File: src/rtl/eth_mdio_pkg.sv
// Shared types and constants for the MDIO arbiter and its port selector.
package eth_mdio_pkg;

   typedef enum logic [2:0] {
      ST_IDLE      = 3'd0,
      ST_ISSUE     = 3'd1,
      ST_WAIT_BUSY = 3'd2,
      ST_WAIT_DONE = 3'd3,
      ST_ACK       = 3'd4
   } mdio_state_t;

   typedef logic [1:0] port_idx_t;

   localparam int        N_PORTS   = 3;
   localparam port_idx_t PORT_INIT = 2'd0;
   localparam port_idx_t PORT_HOST = 2'd1;
   localparam port_idx_t PORT_POLL = 2'd2;

   localparam int unsigned DEFAULT_TIMEOUT = 1023;

   // Watchdog width: wide enough for TIMEOUT, never narrower than 10 bits.
   function automatic int unsigned cnt_width(input int unsigned timeout);
      int unsigned w;
      w = $clog2(timeout + 1);
      return (w < 10) ? 10 : w;
   endfunction

endpackage

File: src/rtl/mdio_arbiter_if.sv
// Requester-side bundle: three request ports sharing one completion channel.
interface mdio_arbiter_if;
   logic [2:0]       req;
   logic [2:0]       wr;
   logic [2:0][4:0]  addr;
   logic [2:0][15:0] wdata;
   logic [2:0]       ack;
   logic [15:0]      rdata;
   logic             err;
   logic             busy;

   modport master (output req, wr, addr, wdata, input ack, rdata, err, busy);
   modport slave  (input req, wr, addr, wdata, output ack, rdata, err, busy);
endinterface

File: src/rtl/mdio_port_select.sv
// Port 0 has absolute priority; ports 1 and 2 alternate when both are asking.
module mdio_port_select
   import eth_mdio_pkg::*;
(
   input  logic       i_clock,
   input  logic       i_reset,
   input  logic [2:0] i_req,
   input  logic       i_take,
   output logic       o_valid,
   output port_idx_t  o_port
);

   logic r_pref_poll;

   always_comb begin
      o_valid = |i_req;
      o_port  = PORT_INIT;
      if (i_req[0])
         o_port = PORT_INIT;
      else if (i_req[1] && i_req[2])
         o_port = r_pref_poll ? PORT_POLL : PORT_HOST;
      else if (i_req[1])
         o_port = PORT_HOST;
      else if (i_req[2])
         o_port = PORT_POLL;
   end

   // A port-0 grant leaves the host/poller preference untouched.
   always_ff @(posedge i_clock) begin
      if (i_reset)
         r_pref_poll <= 1'b0;
      else if (i_take) begin
         if (o_port == PORT_HOST)
            r_pref_poll <= 1'b1;
         else if (o_port == PORT_POLL)
            r_pref_poll <= 1'b0;
      end
   end

endmodule

File: src/rtl/mdio_arbiter.sv
// Shares one MDIO engine between PHY init, host access and status poller.
// state     | meaning
// IDLE      | no owner; grant when engine ready and a port requests
// ISSUE     | one-cycle rd/wr strobe to the engine with latched fields
// WAIT_BUSY | waiting for the engine to drop ready
// WAIT_DONE | waiting for the engine to raise ready again
// ACK       | one-cycle ack to the owner with rdata/err
module mdio_arbiter
   import eth_mdio_pkg::*;
#(
   parameter int unsigned TIMEOUT = DEFAULT_TIMEOUT
)(
   input  logic          i_clock,
   input  logic          i_reset,
   mdio_arbiter_if.slave if_port,
   input  logic          i_mdio_ready,
   input  logic [15:0]   i_mdio_rd_data,
   output logic [4:0]    o_mdio_addr,
   output logic [15:0]   o_mdio_wdata,
   output logic          o_mdio_rd_request,
   output logic          o_mdio_wr_request
);

   localparam int unsigned CNT_W = cnt_width(TIMEOUT);

   mdio_state_t      r_state;
   mdio_state_t      w_next;
   port_idx_t        r_port;
   logic             r_wr;
   logic [4:0]       r_addr;
   logic [15:0]      r_wdata;
   logic [15:0]      r_rdata;
   logic             r_err;
   logic [CNT_W-1:0] r_cnt;

   logic      w_sel_valid;
   port_idx_t w_sel_port;
   logic      w_take;
   logic      w_timeout;

   mdio_port_select u_sel (
      .i_clock (i_clock),
      .i_reset (i_reset),
      .i_req   (if_port.req),
      .i_take  (w_take),
      .o_valid (w_sel_valid),
      .o_port  (w_sel_port)
   );

   assign w_timeout = (r_cnt == CNT_W'(TIMEOUT));

   always_comb begin
      w_next = r_state;
      w_take = 1'b0;
      case (r_state)
         ST_IDLE: begin
            if (i_mdio_ready && w_sel_valid) begin
               w_take = 1'b1;
               w_next = ST_ISSUE;
            end
         end
         ST_ISSUE:     w_next = ST_WAIT_BUSY;
         ST_WAIT_BUSY: begin
            if (w_timeout)
               w_next = ST_ACK;
            else if (!i_mdio_ready)
               w_next = ST_WAIT_DONE;
         end
         ST_WAIT_DONE: begin
            if (w_timeout || i_mdio_ready)
               w_next = ST_ACK;
         end
         ST_ACK:       w_next = ST_IDLE;
         default:      w_next = ST_IDLE;
      endcase
   end

   always_ff @(posedge i_clock) begin
      if (i_reset) begin
         r_state <= ST_IDLE;
         r_port  <= PORT_INIT;
         r_wr    <= 1'b0;
         r_addr  <= '0;
         r_wdata <= '0;
         r_rdata <= '0;
         r_err   <= 1'b0;
         r_cnt   <= '0;
      end else begin
         r_state <= w_next;
         if (w_take) begin
            r_port  <= w_sel_port;
            r_wr    <= if_port.wr[w_sel_port];
            r_addr  <= if_port.addr[w_sel_port];
            r_wdata <= if_port.wdata[w_sel_port];
         end
         case (r_state)
            ST_ISSUE: begin
               r_cnt   <= '0;
               r_rdata <= '0;
               r_err   <= 1'b0;
            end
            ST_WAIT_BUSY, ST_WAIT_DONE: begin
               r_cnt <= r_cnt + 1'b1;
               if (w_timeout) begin
                  r_err   <= 1'b1;
                  r_rdata <= '0;
               end else if (r_state == ST_WAIT_DONE && i_mdio_ready && !r_wr)
                  r_rdata <= i_mdio_rd_data;
            end
            default: ;
         endcase
      end
   end

   assign o_mdio_addr       = r_addr;
   assign o_mdio_wdata      = r_wdata;
   assign o_mdio_rd_request = (r_state == ST_ISSUE) && !r_wr;
   assign o_mdio_wr_request = (r_state == ST_ISSUE) && r_wr;

   // Completion channel is forced quiet outside the ACK cycle.
   assign if_port.ack   = (r_state == ST_ACK) ? (3'b001 << r_port) : 3'b000;
   assign if_port.rdata = (r_state == ST_ACK) ? r_rdata : 16'h0000;
   assign if_port.err   = (r_state == ST_ACK) ? r_err : 1'b0;
   assign if_port.busy  = (r_state != ST_IDLE);

endmodule

File: src/flat_wrapper.sv
// flat-port wrapper written by rule: the top's interface ports become plain ports
module mdio_arbiter_flat import eth_mdio_pkg::*;
#(
   parameter int unsigned TIMEOUT = DEFAULT_TIMEOUT
)
  (i_clock, i_reset, i_mdio_ready, i_mdio_rd_data, o_mdio_addr, o_mdio_wdata, o_mdio_rd_request, o_mdio_wr_request, if_port_req, if_port_wr, if_port_addr, if_port_wdata, if_port_ack, if_port_rdata, if_port_err, if_port_busy);
  mdio_arbiter_if if_port_i ();
  input  logic i_clock;
  input  logic i_reset;
  input  logic i_mdio_ready;
  input  logic [15:0] i_mdio_rd_data;
  output logic [4:0] o_mdio_addr;
  output logic [15:0] o_mdio_wdata;
  output logic o_mdio_rd_request;
  output logic o_mdio_wr_request;
  input wire logic [$bits(if_port_i.req)-1:0] if_port_req;
  input wire logic [$bits(if_port_i.wr)-1:0] if_port_wr;
  input wire logic [$bits(if_port_i.addr)-1:0] if_port_addr;
  input wire logic [$bits(if_port_i.wdata)-1:0] if_port_wdata;
  output wire logic [$bits(if_port_i.ack)-1:0] if_port_ack;
  output wire logic [$bits(if_port_i.rdata)-1:0] if_port_rdata;
  output wire logic [$bits(if_port_i.err)-1:0] if_port_err;
  output wire logic [$bits(if_port_i.busy)-1:0] if_port_busy;
  assign if_port_i.req = if_port_req;
  assign if_port_i.wr = if_port_wr;
  assign if_port_i.addr = if_port_addr;
  assign if_port_i.wdata = if_port_wdata;
  assign if_port_ack = if_port_i.ack;
  assign if_port_rdata = if_port_i.rdata;
  assign if_port_err = if_port_i.err;
  assign if_port_busy = if_port_i.busy;
  mdio_arbiter #(.TIMEOUT(TIMEOUT)) u_core (.i_clock(i_clock), .i_reset(i_reset), .if_port(if_port_i), .i_mdio_ready(i_mdio_ready), .i_mdio_rd_data(i_mdio_rd_data), .o_mdio_addr(o_mdio_addr), .o_mdio_wdata(o_mdio_wdata), .o_mdio_rd_request(o_mdio_rd_request), .o_mdio_wr_request(o_mdio_wr_request));
endmodule
File: config.mk
export PLATFORM = sky130hd
export DESIGN_NAME = mdio_arbiter_flat
export DESIGN_NICKNAME = d
export VERILOG_FILES = /design/src/rtl/eth_mdio_pkg.sv /design/src/rtl/mdio_arbiter_if.sv /design/src/rtl/mdio_port_select.sv /design/src/rtl/mdio_arbiter.sv /design/src/flat_wrapper.sv
export SDC_FILE = /design/constraint.sdc
export NUM_CORES = 1
export LEC_CHECK = 0
export BUFFER_PORTS_ARGS = -buffer_cell sky130_fd_sc_hd__buf_2
export CORE_ASPECT_RATIO = 0.75
export CORE_MARGIN = 4
export CORE_UTILIZATION = 34
export DETAILED_ROUTE_END_ITERATION = 10
export HOLD_SLACK_MARGIN = 0.02
export SYNTH_ARGS = -nofsm -noshare
export SYNTH_HDL_FRONTEND = slang
export SYNTH_SLANG_ARGS = --single-unit
File: constraint.sdc
create_clock -name i_clock -period 4.54 [get_ports i_clock]
set_input_delay 0.227 -clock i_clock [delete_from_list [all_inputs] [get_ports i_clock]]
set_output_delay 0.227 -clock i_clock [all_outputs]
set_load 0.05 [all_outputs]
==> impl_summary.md <==
Clock network
The clock transition time at the flip-flop clock pins of the worst setup and hold paths is 0.07 ns. After clock tree synthesis, the flow added hold-fix buffers numbering 0. TritonCTS built the clock tree. The TritonCTS sink count is between 50 and 60.

The clock reaches the later pin of the worst-skew pair after 0.29 ns. The number of setup buffers added after CTS is 0. Buffers inserted during clock tree synthesis total 5.

The maximum buffer depth of the clock tree is 2. Gates resized during post-CTS repair numbered 0. The H-tree depth reported by CTS is 2. The root buffer selected by CTS is sky130_fd_sc_hd__clkbuf_16.

Placed design
Input and output buffers added on the ports amount to 131. Once detailed placement completed, the half-perimeter wirelength came to 6240 um. The final RePlAce weighted congestion is about 0.8.

STA
Across the routed clock network, the largest skew measured is ~0.0057 ns. The number of hold violations in the final report was 0. The final number of setup-violating endpoints is 0. Headroom to the max-slew limit came out at a little over a third. The final max-slew violation count is 0. The measured slew at the worst slew-check pin is 0.965 ns.

The shortest period the worst path allows is 2.37 ns. Setup repair after global routing left no endpoint under its margin. Derived from the worst setup path, the maximum achievable clock frequency is 422 MHz. In the finished design, the share of the clock period the worst path needs comes to 52.2%.

The total negative slack for setup checks is 0 ns.

Flow run
The tool flagged a number of max-cap violations equal to 0.

Synthesis
For this run, the leading register cell type out of synthesis is sky130_fd_sc_hd__dfxtp_1. The post-synth net total is 441. The share of the synthesized area in the top cell type is about 38%. The number of warnings issued by yosys is 0.

Of all cell types, the one taking the most synthesized area is sky130_fd_sc_hd__dfxtp_1. In the post-synthesis netlist, the biggest area contributors are sky130_fd_sc_hd__dfxtp_1, sky130_fd_sc_hd__and3_1, sky130_fd_sc_hd__mux2i_1. Synthesis handed over a netlist of 351 instances.

Sequential cells were found to cover between 30% and 40% of the synthesized design area. The flop and latch count out of synthesis is 55. The synthesized area per cell is 8.29 um^2. The number of synthesized flops with an enable pin is 0. The number of library cell types mapped by synthesis is 43. After synthesis the cells add up to 2910 um^2.

The async set or reset register ratio after synthesis is 0%.

Route
The aggregate routed wire length is 8440 um. The first routing iteration left 118 violations. The detail-routed via count per cell is slightly above 5. After detailed routing, the average wire length per cell comes to 14.7 um. The first-pass iteration count of the detailed router is 4.

Summing over every cut layer, the via total after detailed routing is just under 3000. The count of nets left with antenna violations after detail routing is 0. The post-route DRC violation count is 0.

Critical path
The critical path capture point is u_core.u_sel.r_pref_poll$_SDFFE_PP0P_. The setup path with the least slack is of type reg -> reg. The register-to-register path setup slack is 2.17 ns. The launching instance or port of the critical path is u_core.u_sel.r_pref_poll$_SDFFE_PP0P_.

STA puts the critical path data required time at 4.70 ns. The startpoint of the worst-slack reg-to-reg timing path is u_core.u_sel.r_pref_poll$_SDFFE_PP0P_. The kind of end point of the critical path is a register. The arrival time of data at the critical path endpoint is around 2.5 ns. The highest fanout seen on the critical path is 24. The endpoint identified for the worst register-to-register timing path is u_core.u_sel.r_pref_poll$_SDFFE_PP0P_. Counting cells, the worst reg-to-reg path comes to 8.

The kind of launch point of the worst setup path is a register.

GRT
The sum of overflow across all layers after global routing is 0. The via count of the first global-routing pass is 2781. The total track usage is 15.7%.

The maximum number of pins on one net before global-route repair is 36. The initial antenna violation count is 0. The first-pass GRT wire length is approximately 13000 um.

Floorplanning
During I/O placement, the number of pins put on the boundary was 132. The initial core utilization is 36.0%. The die outline area is 10100 um^2. The die is roughly 110 um wide.

The row count is 28. The vertical extent of the die is a little under 90 um. The total core area is 8090 um^2.

Layout
Relative to the synthesized area, the layout overhead comes to 29.0%. The post-route netlist has roughly a third of its cells at a drive strength greater than 1. The total inserted antenna cells is 0. Once layout is complete, the utilization of the core stands at a little under half. Fill cells in the final layout number 798. The post-layout net count is 557.

Power and ir drop
For this design the static power due to leakage is 1.84 nW. Dividing total power by cell area gives a power density of 308 nW/um^2. Across the VDD grid, the largest voltage drop is 0.000183 V.

Status
The flow ran to the end, and the final reports show no timing, DRC or antenna violations.

Min path
The type of the tightest min-delay check is in -> reg. The number of instances on the worst hold path is 3.
==> area by class of cell <==
type	instances	area [um^2]	share of cell area, %
clock buffer	6	139	3.70
clock inverter	2	20.0	0.533
inverter	5	18.8	0.500
multi-input combinational	265	1660	44.2
sequential	55	1100	29.3
tap	105	131	3.50
timing repair buffer	135	686	18.3
==> cell families after synthesis <==
group | count (synthesis) | synth area share (%)
AOI/OAI and AO/OA | 62 | 16.2
adders and majority gates | 2 | 0.859
buffers and inverters | 31 | 5.16
DFF | 55 | 37.8
muxes | 24 | 8.47
and+or+nand+nor | 177 | 31.5
==> power breakdown <==
group          internal [mW]  switching [mW]  total, mW
Clock                  0.225           0.182      0.407
Combinational         0.0819           0.153      0.235
Sequential             0.503          0.0119      0.515
Total                  0.810           0.347       1.16
==> cell usage after synthesis, drive strengths merged, types with 2 or more instances <==
library cell	instances
a211oi	22
a21oi	7
a22oi	2
and3	40
buf	5
clkbuf	21
dfxtp	55
ha	2
inv	5
mux2	5
mux2i	19
nand2	50
nand2b	18
nand3	4
nand4	5
nor2	40
nor2b	2
nor3	4
nor3b	2
nor4	4
o31ai	23
or3	2
or3b	2
==> registers in the layout, summed over array words and instances (netlist names) <==
name,flops
u_core.u_sel.r_pref_poll,1
u_core.r_err,1
u_core.r_rdata,16
u_core.r_wr,1
u_core.r_state,3
u_core.r_port,2
u_core.o_mdio_wdata,16
u_core.o_mdio_addr,5
u_core.r_cnt,10
==> per-stage QoR <==
step           hold WS (ns)  worst slack [ns]  instance area, um^2  total power [mW]  instances
2_1_floorplan         0.366              2.39                 2910             0.689        351
3_3_place_gp          0.431              2.18                 3600             0.760        565
3_5_place_dp          0.436              2.19                 3600             0.762        565
4_1_cts               0.162              2.16                 3760              1.17        573
5_1_grt               0.164              1.97                 3760              1.21        573
6_report              0.168              2.17                 3760              1.16        573
==> critical path, cell delays in order, from the launching register on <==
cell and delay, ns:
sky130_fd_sc_hd__dfxtp_1 0.33, sky130_fd_sc_hd__nand2b_1 0.14, sky130_fd_sc_hd__and3b_1 0.15, sky130_fd_sc_hd__buf_4 0.21, sky130_fd_sc_hd__inv_1 0.56, sky130_fd_sc_hd__ha_1 0.36, sky130_fd_sc_hd__nor3_1 0.22, sky130_fd_sc_hd__mux2i_1 0.20
sky130_fd_sc_hd__nor2_1 0.05
==> worst min-delay path by stage <==
stage,start,to
after floorplan,i_mdio_rd_data[0],u_core.r_rdata[0]$_SDFFE_PP0P_
after global placement,u_core.o_mdio_wdata[9]$_SDFFE_PP0P_,u_core.o_mdio_wdata[9]$_SDFFE_PP0P_
after detailed placement,u_core.o_mdio_wdata[12]$_SDFFE_PP0P_,u_core.o_mdio_wdata[12]$_SDFFE_PP0P_
after CTS,i_mdio_rd_data[10],u_core.r_rdata[10]$_SDFFE_PP0P_
after global routing,i_mdio_rd_data[7],u_core.r_rdata[7]$_SDFFE_PP0P_
final,i_mdio_rd_data[10],u_core.r_rdata[10]$_SDFFE_PP0P_
==> layer usage <==
layer / track usage (%) / up-vias / wire [um]
met2: 25.5 / 98 / 3950
met5: 0 / - / 0
met3: 3.04 / 20 / 457
met4: 5.54 / 0 / 200
met1: 20.8 / 1288 / 3830
li1: - / 1489 / -
==> placed cells by master (no fill, tap or decap), types with 3 or more instances in the layout <==
master                      count
sky130_fd_sc_hd__dfxtp_1       55
sky130_fd_sc_hd__and3_1        39
sky130_fd_sc_hd__clkbuf_16      5
sky130_fd_sc_hd__a211oi_1      22
sky130_fd_sc_hd__mux2_2         5
sky130_fd_sc_hd__a21oi_1        7
sky130_fd_sc_hd__nand2b_1      18
sky130_fd_sc_hd__buf_4          4
sky130_fd_sc_hd__nor3_1         3
sky130_fd_sc_hd__nand2_1       50
sky130_fd_sc_hd__mux2i_1       19
sky130_fd_sc_hd__nor4_1         4
sky130_fd_sc_hd__nand4_1        4
sky130_fd_sc_hd__o31ai_1       23
sky130_fd_sc_hd__buf_2        131
sky130_fd_sc_hd__inv_1          5
sky130_fd_sc_hd__nand3_1        4
sky130_fd_sc_hd__nor2_1        39
(Power assumes the default switching activity.)
